--- src/rtl/mem_access_unit_pkg.sv ---
// Shared CPU-side constants for the data memory path: widths, memory depth,
// controller state encodings and the address range helper.
package mem_access_unit_pkg;

  localparam int DATA_W    = 32;
  localparam int ADDR_W    = 32;
  localparam int MEM_DEPTH = 6536;

  typedef logic [1:0] mau_state_t;

  localparam mau_state_t ST_IDLE    = 2'd0;
  localparam mau_state_t ST_ACCESS  = 2'd1;
  localparam mau_state_t ST_CAPTURE = 2'd2;
  localparam mau_state_t ST_RESP    = 2'd3;

  // Unsigned compare over the full address width so huge addresses never wrap.
  function automatic logic addr_in_range(input logic [ADDR_W-1:0] addr);
    return addr < ADDR_W'(MEM_DEPTH);
  endfunction

endpackage

--- src/rtl/mem_access_unit_if.sv ---
// Bundle of the CPU request/response channels and the memory pins seen by
// the access unit. The slave view belongs to the unit, master to the CPU,
// memory to the data memory model.
interface mem_access_unit_if;
  import mem_access_unit_pkg::*;

  logic              req_valid;
  logic              req_ready;
  logic              req_write;
  logic [ADDR_W-1:0] req_addr;
  logic [DATA_W-1:0] req_wdata;

  logic              resp_valid;
  logic              resp_ready;
  logic [DATA_W-1:0] resp_rdata;
  logic              resp_err;

  logic              mem_read;
  logic              mem_write;
  logic [ADDR_W-1:0] mem_address;
  logic [DATA_W-1:0] mem_datain;
  logic [DATA_W-1:0] mem_dataout;

  modport slave (
    input  req_valid, req_write, req_addr, req_wdata, resp_ready, mem_dataout,
    output req_ready, resp_valid, resp_rdata, resp_err,
           mem_read, mem_write, mem_address, mem_datain
  );

  modport master (
    output req_valid, req_write, req_addr, req_wdata, resp_ready,
    input  req_ready, resp_valid, resp_rdata, resp_err
  );

  modport memory (
    input  mem_read, mem_write, mem_address, mem_datain,
    output mem_dataout
  );

endinterface

--- src/rtl/mem_access_unit.sv ---
// Initiator-side controller for the single-port data memory. Takes one
// load/store at a time, pulses the memory strobe for one cycle, waits out
// the registered read latency and returns the result on a response channel.
// Addresses beyond the memory depth are answered with an error and never
// reach the memory.
module mem_access_unit
  import mem_access_unit_pkg::*;
(
  input logic            clock,
  input logic            reset,
  mem_access_unit_if.slave bus
);

  mau_state_t        state_q, state_d;
  logic              req_ready_q, req_ready_d;
  logic              resp_valid_q, resp_valid_d;
  logic [DATA_W-1:0] resp_rdata_q, resp_rdata_d;
  logic              resp_err_q, resp_err_d;
  logic              mem_read_q, mem_read_d;
  logic              mem_write_q, mem_write_d;
  logic [ADDR_W-1:0] mem_address_q, mem_address_d;
  logic [DATA_W-1:0] mem_datain_q, mem_datain_d;
  logic              is_write_q, is_write_d;

  // Next-state and next-output logic; every output is taken from a flop.
  always_comb begin
    state_d       = state_q;
    req_ready_d   = req_ready_q;
    resp_valid_d  = resp_valid_q;
    resp_rdata_d  = resp_rdata_q;
    resp_err_d    = resp_err_q;
    mem_read_d    = mem_read_q;
    mem_write_d   = mem_write_q;
    mem_address_d = mem_address_q;
    mem_datain_d  = mem_datain_q;
    is_write_d    = is_write_q;

    case (state_q)
      ST_IDLE: begin
        req_ready_d = 1'b1;
        if (bus.req_valid && req_ready_q) begin
          req_ready_d = 1'b0;
          is_write_d  = bus.req_write;
          if (addr_in_range(bus.req_addr)) begin
            mem_address_d = bus.req_addr;
            mem_datain_d  = bus.req_wdata;
            mem_read_d    = ~bus.req_write;
            mem_write_d   = bus.req_write;
            state_d       = ST_ACCESS;
          end else begin
            resp_err_d   = 1'b1;
            resp_rdata_d = '0;
            resp_valid_d = 1'b1;
            state_d      = ST_RESP;
          end
        end
      end

      ST_ACCESS: begin
        mem_read_d  = 1'b0;
        mem_write_d = 1'b0;
        state_d     = ST_CAPTURE;
      end

      ST_CAPTURE: begin
        resp_rdata_d = is_write_q ? '0 : bus.mem_dataout;
        resp_err_d   = 1'b0;
        resp_valid_d = 1'b1;
        state_d      = ST_RESP;
      end

      ST_RESP: begin
        if (bus.resp_ready) begin
          resp_valid_d = 1'b0;
          req_ready_d  = 1'b1;
          state_d      = ST_IDLE;
        end
      end

      default: begin
        state_d      = ST_IDLE;
        req_ready_d  = 1'b1;
        resp_valid_d = 1'b0;
        mem_read_d   = 1'b0;
        mem_write_d  = 1'b0;
      end
    endcase
  end

  // State and output registers; synchronous reset wins over any handshake.
  always_ff @(posedge clock) begin
    if (reset) begin
      state_q       <= ST_IDLE;
      req_ready_q   <= 1'b1;
      resp_valid_q  <= 1'b0;
      resp_rdata_q  <= '0;
      resp_err_q    <= 1'b0;
      mem_read_q    <= 1'b0;
      mem_write_q   <= 1'b0;
      mem_address_q <= '0;
      mem_datain_q  <= '0;
      is_write_q    <= 1'b0;
    end else begin
      state_q       <= state_d;
      req_ready_q   <= req_ready_d;
      resp_valid_q  <= resp_valid_d;
      resp_rdata_q  <= resp_rdata_d;
      resp_err_q    <= resp_err_d;
      mem_read_q    <= mem_read_d;
      mem_write_q   <= mem_write_d;
      mem_address_q <= mem_address_d;
      mem_datain_q  <= mem_datain_d;
      is_write_q    <= is_write_d;
    end
  end

  assign bus.req_ready   = req_ready_q;
  assign bus.resp_valid  = resp_valid_q;
  assign bus.resp_rdata  = resp_rdata_q;
  assign bus.resp_err    = resp_err_q;
  assign bus.mem_read    = mem_read_q;
  assign bus.mem_write   = mem_write_q;
  assign bus.mem_address = mem_address_q;
  assign bus.mem_datain  = mem_datain_q;

endmodule

--- src/flat_wrapper.sv ---
// flat-port wrapper written by rule: the top's interface ports become plain ports
module mem_access_unit_flat import mem_access_unit_pkg::*;
  (clock, reset, bus_req_valid, bus_req_write, bus_req_addr, bus_req_wdata, bus_resp_ready, bus_mem_dataout, bus_req_ready, bus_resp_valid, bus_resp_rdata, bus_resp_err, bus_mem_read, bus_mem_write, bus_mem_address, bus_mem_datain);
  mem_access_unit_if bus_i ();
  input logic clock;
  input logic reset;
  input wire logic [$bits(bus_i.req_valid)-1:0] bus_req_valid;
  input wire logic [$bits(bus_i.req_write)-1:0] bus_req_write;
  input wire logic [$bits(bus_i.req_addr)-1:0] bus_req_addr;
  input wire logic [$bits(bus_i.req_wdata)-1:0] bus_req_wdata;
  input wire logic [$bits(bus_i.resp_ready)-1:0] bus_resp_ready;
  input wire logic [$bits(bus_i.mem_dataout)-1:0] bus_mem_dataout;
  output wire logic [$bits(bus_i.req_ready)-1:0] bus_req_ready;
  output wire logic [$bits(bus_i.resp_valid)-1:0] bus_resp_valid;
  output wire logic [$bits(bus_i.resp_rdata)-1:0] bus_resp_rdata;
  output wire logic [$bits(bus_i.resp_err)-1:0] bus_resp_err;
  output wire logic [$bits(bus_i.mem_read)-1:0] bus_mem_read;
  output wire logic [$bits(bus_i.mem_write)-1:0] bus_mem_write;
  output wire logic [$bits(bus_i.mem_address)-1:0] bus_mem_address;
  output wire logic [$bits(bus_i.mem_datain)-1:0] bus_mem_datain;
  assign bus_i.req_valid = bus_req_valid;
  assign bus_i.req_write = bus_req_write;
  assign bus_i.req_addr = bus_req_addr;
  assign bus_i.req_wdata = bus_req_wdata;
  assign bus_i.resp_ready = bus_resp_ready;
  assign bus_i.mem_dataout = bus_mem_dataout;
  assign bus_req_ready = bus_i.req_ready;
  assign bus_resp_valid = bus_i.resp_valid;
  assign bus_resp_rdata = bus_i.resp_rdata;
  assign bus_resp_err = bus_i.resp_err;
  assign bus_mem_read = bus_i.mem_read;
  assign bus_mem_write = bus_i.mem_write;
  assign bus_mem_address = bus_i.mem_address;
  assign bus_mem_datain = bus_i.mem_datain;
  mem_access_unit u_core (.clock(clock), .reset(reset), .bus(bus_i));
endmodule
--- config.mk ---
export PLATFORM = sky130hd
export DESIGN_NAME = mem_access_unit_flat
export DESIGN_NICKNAME = d
export VERILOG_FILES = /design/src/rtl/mem_access_unit_pkg.sv /design/src/rtl/mem_access_unit_if.sv /design/src/rtl/mem_access_unit.sv /design/src/flat_wrapper.sv
export SDC_FILE = /design/constraint.sdc
export NUM_CORES = 1
export LEC_CHECK = 0
export CAP_MARGIN = 20
export CORE_AREA = 3 3 114 138
export CTS_BUF_LIST = sky130_fd_sc_hd__clkbuf_8
export DETAILED_ROUTE_END_ITERATION = 6
export DIE_AREA = 0 0 117 141
export PLACE_DENSITY_LB_ADDON = 0.15
export SETUP_SLACK_MARGIN = 0.3
export SLEW_MARGIN = 20
export SYNTH_ARGS = -nofsm -noshare
export SYNTH_HDL_FRONTEND = slang
export SYNTH_SLANG_ARGS = --single-unit
--- constraint.sdc ---
create_clock -name clock -period 2.5 [get_ports clock]
set_input_delay 0.375 -clock clock [delete_from_list [all_inputs] [get_ports clock]]
set_output_delay 0.375 -clock clock [all_outputs]
set_load 0.005 [all_outputs]
* Yosys cells after proc, flatten, opt, wreduce, memory -nomap -nowiden
Cells that the tools add are included.
** Storage, ports and cells
- Flip-flop bits (word level) :: 104
- Logic and storage cells :: 54
- Input bits :: 101
- Output and inout bits :: 101
** Cells by class
- Equality and inequality tests :: 7
- Bitwise operators :: 1
- Reductions and logical operators :: 13
- Magnitude comparators :: 1
- Mux-type cells :: 22
** Operator list (number)
- 32-bit 2-to-1 mux :: 3
- 32-bit one-hot mux with 2 select lines :: 1
- 32-bit by 13-bit < comparator with 1-bit output (second input constant) :: 1
- 1-bit 2-to-1 mux :: 9
- 3-bit AND reduction :: 3
- 1-bit one-hot mux with 2 select lines :: 4
- 2-bit one-hot mux with 4 select lines :: 1
- 2-bit 2-to-1 mux :: 3
- 2-bit AND reduction :: 3
- 2-bit nonzero test :: 3
- 2-bit equality test (second input constant) :: 2
- 2-bit by 1-bit inequality test with 1-bit output (second input constant) :: 2
- 2-bit inequality test (second input constant) :: 2
- 4-bit AND reduction :: 1
- 1-bit one-hot mux with 3 select lines :: 1
- 3-bit nonzero test :: 1
- 2-bit by 1-bit equality test with 1-bit output (second input constant) :: 1
- 2-bit zero test :: 1
- 1-bit logical AND :: 1
- 1-bit inverter :: 1

* Logic depth before layout (Yosys ltp)
- Depth after elaboration :: 4
- Depth in mapped cells :: 9
- Mapped depth without buffers :: 7

* Worst setup path after synthesis
No wires, ideal clock.
- Kind :: input port to flip-flop
- Start :: in bus_req_addr[3]
- End :: reg u_core.resp_rdata_q[0] (netlist: u_core.bus.resp_rdata[0])
- Required time :: 2.383 ns
- Arrival :: 2.135 ns
- Library setup time :: 0.117 ns
- Path buffers :: 1
- Setup slack :: 0.248 ns
- Stages :: 6
- Path through :: or4_1 -> a311o_1 -> a211oi_2 -> nor3_1 -> buf_2 -> a22o_1
** On the way
- Cells in the longest elaborated chain, start to end :: 3
** Ends and longest elaborated chain
- start: declaration :: RTL line flat_wrapper.sv:9 : input wire logic [$bits(bus_i.req_addr)-1:0] bus_req_addr;
- 32-bit by 13-bit < comparator with 1-bit output :: RTL line mem_access_unit_pkg.sv:18 : return addr < ADDR_W'(MEM_DEPTH);
- 2-bit inequality test (no source line)
- 3-bit AND reduction (no source line)
- end signal: assignment :: RTL line mem_access_unit.sv:107 : resp_rdata_q <= resp_rdata_d;
- end: declaration :: RTL line mem_access_unit.sv:17 : logic [DATA_W-1:0] resp_rdata_q, resp_rdata_d;
No other way between the ends.
A chain may end at the register's enable or synchronous reset.

* Final worst setup path
- Start :: in bus_req_addr[6]
- End :: reg u_core.mem_datain_q[25] (netlist: u_core.bus.mem_datain[25])
** On the way
- Cells in the longest elaborated chain, start to end :: 2
** Ends and longest elaborated chain
- 32-bit by 13-bit < comparator with 1-bit output :: RTL line mem_access_unit_pkg.sv:18
- 3-bit AND reduction (no source line)
- end signal: assignment :: RTL line mem_access_unit.sv:112 : mem_datain_q <= mem_datain_d;
- end: declaration :: RTL line mem_access_unit.sv:22 : logic [DATA_W-1:0] mem_datain_q, mem_datain_d;
No other way between the ends.

==> out/qor.yml <==
status: "completed"
drc_errors: 0
ys_seq_area_share_pct: 57.70
grt_pass1_vias: 3598
ioPinCount: 202
dr.pass1.iters: 4
critical_path_class: "in -> reg"
final_cell_mix: "clkdlybuf4s50_1 (194), dfxtp_1 (102), nand2_1 (90), a21oi_1 (45), a22o_1 (32)"
r2r-end: "u_core.bus.mem_datain[25]"
final_common_cell: "clkdlybuf4s50_1"
syn_avg_cell_area_sq_um: 9.471
ys_types: 36
worst_pin_slew_ps: 558.7
fin_hold_ws_ps: 236.8
grt_max_degree: 47
yosys_register_bits: 104
relSlewSlack_pct: 62.42
final_nets: 708
wl_mm: 13.14
seqCellArea_sq_mm: 0.002085
cap_viol_max_count: 0
placed_cells: 747
critPathCaptureType: "flip-flop"
p_seq_share_pct: 46.4
rrSetupSlack_ps: 420
power.switching_w: 0.001045
fp.dieW_um: 117
path_clk_slew_ps: 100
arrival_ps: 2530
fin_crit_ps: 2223
ys_warn_count: 0
start_util_pct: 25.03
die_area_sq_mm: 0.01650
clk_latency_ps: 370
drtIter0Drc: 129
p_leak_nw: 2.500
max_clock_freq_mhz: 449.9
dp_hpwl_mm: 8.528
clock-sinks: 104
rsz0062_at_grt: "true"
p_per_area_mw_per_mm2: 594.3
ctsRootBufferMaster: "clkbuf_8"
slew_viol_final: 0
wl_per_cell_um: 16.78
synth_cells: 381
switching_share_pct: 26.69
coreArea_sq_mm: 0.01441
finalCritPeriodShare_pct: 88.91
rows: 48
place.gp.congestion: 0.6935
ir_worst_vdd_mv: 0.2569
drive_gt1_share_pct: 13.49
worst_r2r_path_depth: 11
critical_path_required_ps: 2810
endpoint: "u_core.bus.mem_datain[25]"
final_antenna_net_count: 0
cts_made_buffers: 9
setup_viol: 0
fin_cells: 783
syn-cell-area_sq_mm: 0.003608
p_clk_share_pct: 30.4
grt_overflow: 0
pwr-share-comb_pct: 23.2
vias: 3592
diodes: 0
p_int_w: 0.002870
hold_viol_final: 0
start_kind: "primary input"
via_per_inst: 4.587
multi_input_area_sq_mm: 0.001506
crit-reg2reg-launch: "u_core.state_q[0]"
worstPathMaxFanout: 5
port_buffers: 201
power_w: 0.003914
htreeDepth: 3
syn_nets: 486
cp-startpoint: "bus_req_addr[6]"
worst_clock_skew_ps: 9.252
syn2layout_area_growth_pct: 82.52
clk_path_buf_depth: 2
min_path_type: "in -> reg"
cts_tree: "built"
grt_first_pass_wirelength_mm: 19.29
gr-usage-all-layers_pct: 15.12
setup_slack_ps: 277.3
die_y_um: 141
antenna_found_initial: 0
dp_slack_ps: -224.1
fillers: 1436
-- critical path, cell delays in order --
cell	delay, ps
buf_6	90
or4_4	530
a311o_1	300
buf_4	150
a2111oi_4	360
buf_4	190
buf_12	130
buf_12	100
buf_16	140
nand2_4	50
a21oi_2	120
-- what timing repair did --
| item | in CTS | in global routing |
|---|---|---|
| pin swaps | 18 | 12 |
| hold buffers | 0 | 0 |
| endpoints found under the hold margin | 0 | 0 |
| gates resized for setup | 45 | 13 |
| setup buffers | 9 | 2 |
| gates cloned | 6 | 3 |
| endpoints found under the setup margin | 79 | 55 |
-- worst min path at each step --
| stage | slack (ps) | startpoint | to | depth (start not counted) |
|---|---|---|---|---|
| after floorplan | 450 | u_core.bus.mem_write | u_core.bus.mem_write | 2 |
| after CTS | 220 | bus_req_addr[4] | u_core.bus.mem_address[4] | 3 |
| after global placement | 440 | u_core.bus.mem_datain[26] | u_core.bus.mem_datain[26] | 2 |
| after global routing | 240 | bus_req_addr[4] | u_core.bus.mem_address[4] | 3 |
| after detailed placement | 440 | u_core.bus.mem_datain[4] | u_core.bus.mem_datain[4] | 2 |
| final | 240 | bus_req_addr[4] | u_core.bus.mem_address[4] | 3 |
-- synthesized netlist by cell type, drive strengths merged --
cell type / instances / area, sq um
or3: 1 / 6.260
o211ai: 2 / 15.01
a2111oi: 1 / 27.53
buf: 11 / 87.58
o21a: 1 / 7.510
a211oi: 1 / 12.51
dfxtp: 104 / 2082
nand2: 97 / 364.1
o2111ai: 1 / 8.760
a311oi: 1 / 8.760
ha: 4 / 50.05
nand3b: 1 / 7.510
mux2i: 1 / 10.01
o32ai: 1 / 8.760
nor2b: 1 / 6.260
nor4: 2 / 12.51
o311ai: 1 / 8.760
a311o: 1 / 10.01
o41ai: 1 / 8.760
o31ai: 1 / 7.510
and3: 21 / 131.4
or4: 1 / 7.510
nor3: 2 / 10.01
inv: 6 / 22.52
nand3: 6 / 30.03
nand4: 1 / 6.260
a21boi: 1 / 7.510
a21oi: 50 / 250.2
o21ai: 2 / 10.01
and4: 1 / 8.760
a22o: 32 / 280.3
nor2: 8 / 30.03
clkbuf: 15 / 56.30
nor3b: 1 / 7.510
-- layer usage --
layer	track usage, %	vias to the layer above	part of all wire, %
li1	-	1762	-
met1	18.09	1689	41
met2	25.83	130	50
met3	4.938	11	7.7
met4	3.986	0	1.1
met5	0	-	0
-- cell families (layout without fill, tap and decap cells) --
kind of cell / Yosys count / count (layout) / share of synthesized area [%]
AOI/OAI and AO/OA: 97 / 97 / 18.62
DFF: 104 / 104 / 57.70
and+or+nand+nor: 143 / 143 / 17.41
buffers and inverters: 32 / 259 / 4.611
muxes: 1 / 1 / 0.2774
adders and majority gates: 4 / 4 / 1.387
-- sequential cells by signal, summed over array words and instances (netlist names) --
name / cells
u_core.bus.mem_address: 32
u_core.bus.mem_datain: 32
u_core.bus.resp_rdata: 32
u_core.state_q: 2
u_core.bus.mem_read: 1
u_core.bus.mem_write: 1
u_core.bus.req_ready: 1
u_core.bus.resp_err: 1
u_core.bus.resp_valid: 1
u_core.is_write_q: 1
-- power by group through the flow --
| stage | clock [W] | combinational (W) | sequential [W] |
|---|---|---|---|
| floorplan | 0 | 0.000343 | 0.00185 |
| global route | 0.00131 | 0.000991 | 0.00183 |
| finish | 0.00119 | 0.000909 | 0.00182 |
| global placement | 0 | 0.000767 | 0.00185 |
| detailed placement | 0 | 0.000778 | 0.00185 |
| CTS | 0.00125 | 0.000877 | 0.00181 |
-- area by class of cell --
type | instances | area share [%]
multi-input combinational | 245 | 22.87
inverter | 6 | 0.3419
timing repair buffer | 237 | 38.35
tap | 175 | 3.324
clock buffer | 10 | 2.090
sequential | 104 | 31.65
clock inverter | 6 | 1.368
-- through the flow --
step	setup TNS, ps	util [%]	instance area (sq um)
2_1_floorplan	0	-	3613
3_3_place_gp	-15330	40.86	5889
3_5_place_dp	-16270	40.86	5889
4_1_cts	0	44.85	6465
5_1_grt	0	45.69	6586
6_report	0	45.69	6586
No activity file was read; power rests on OpenSTA's default activity.
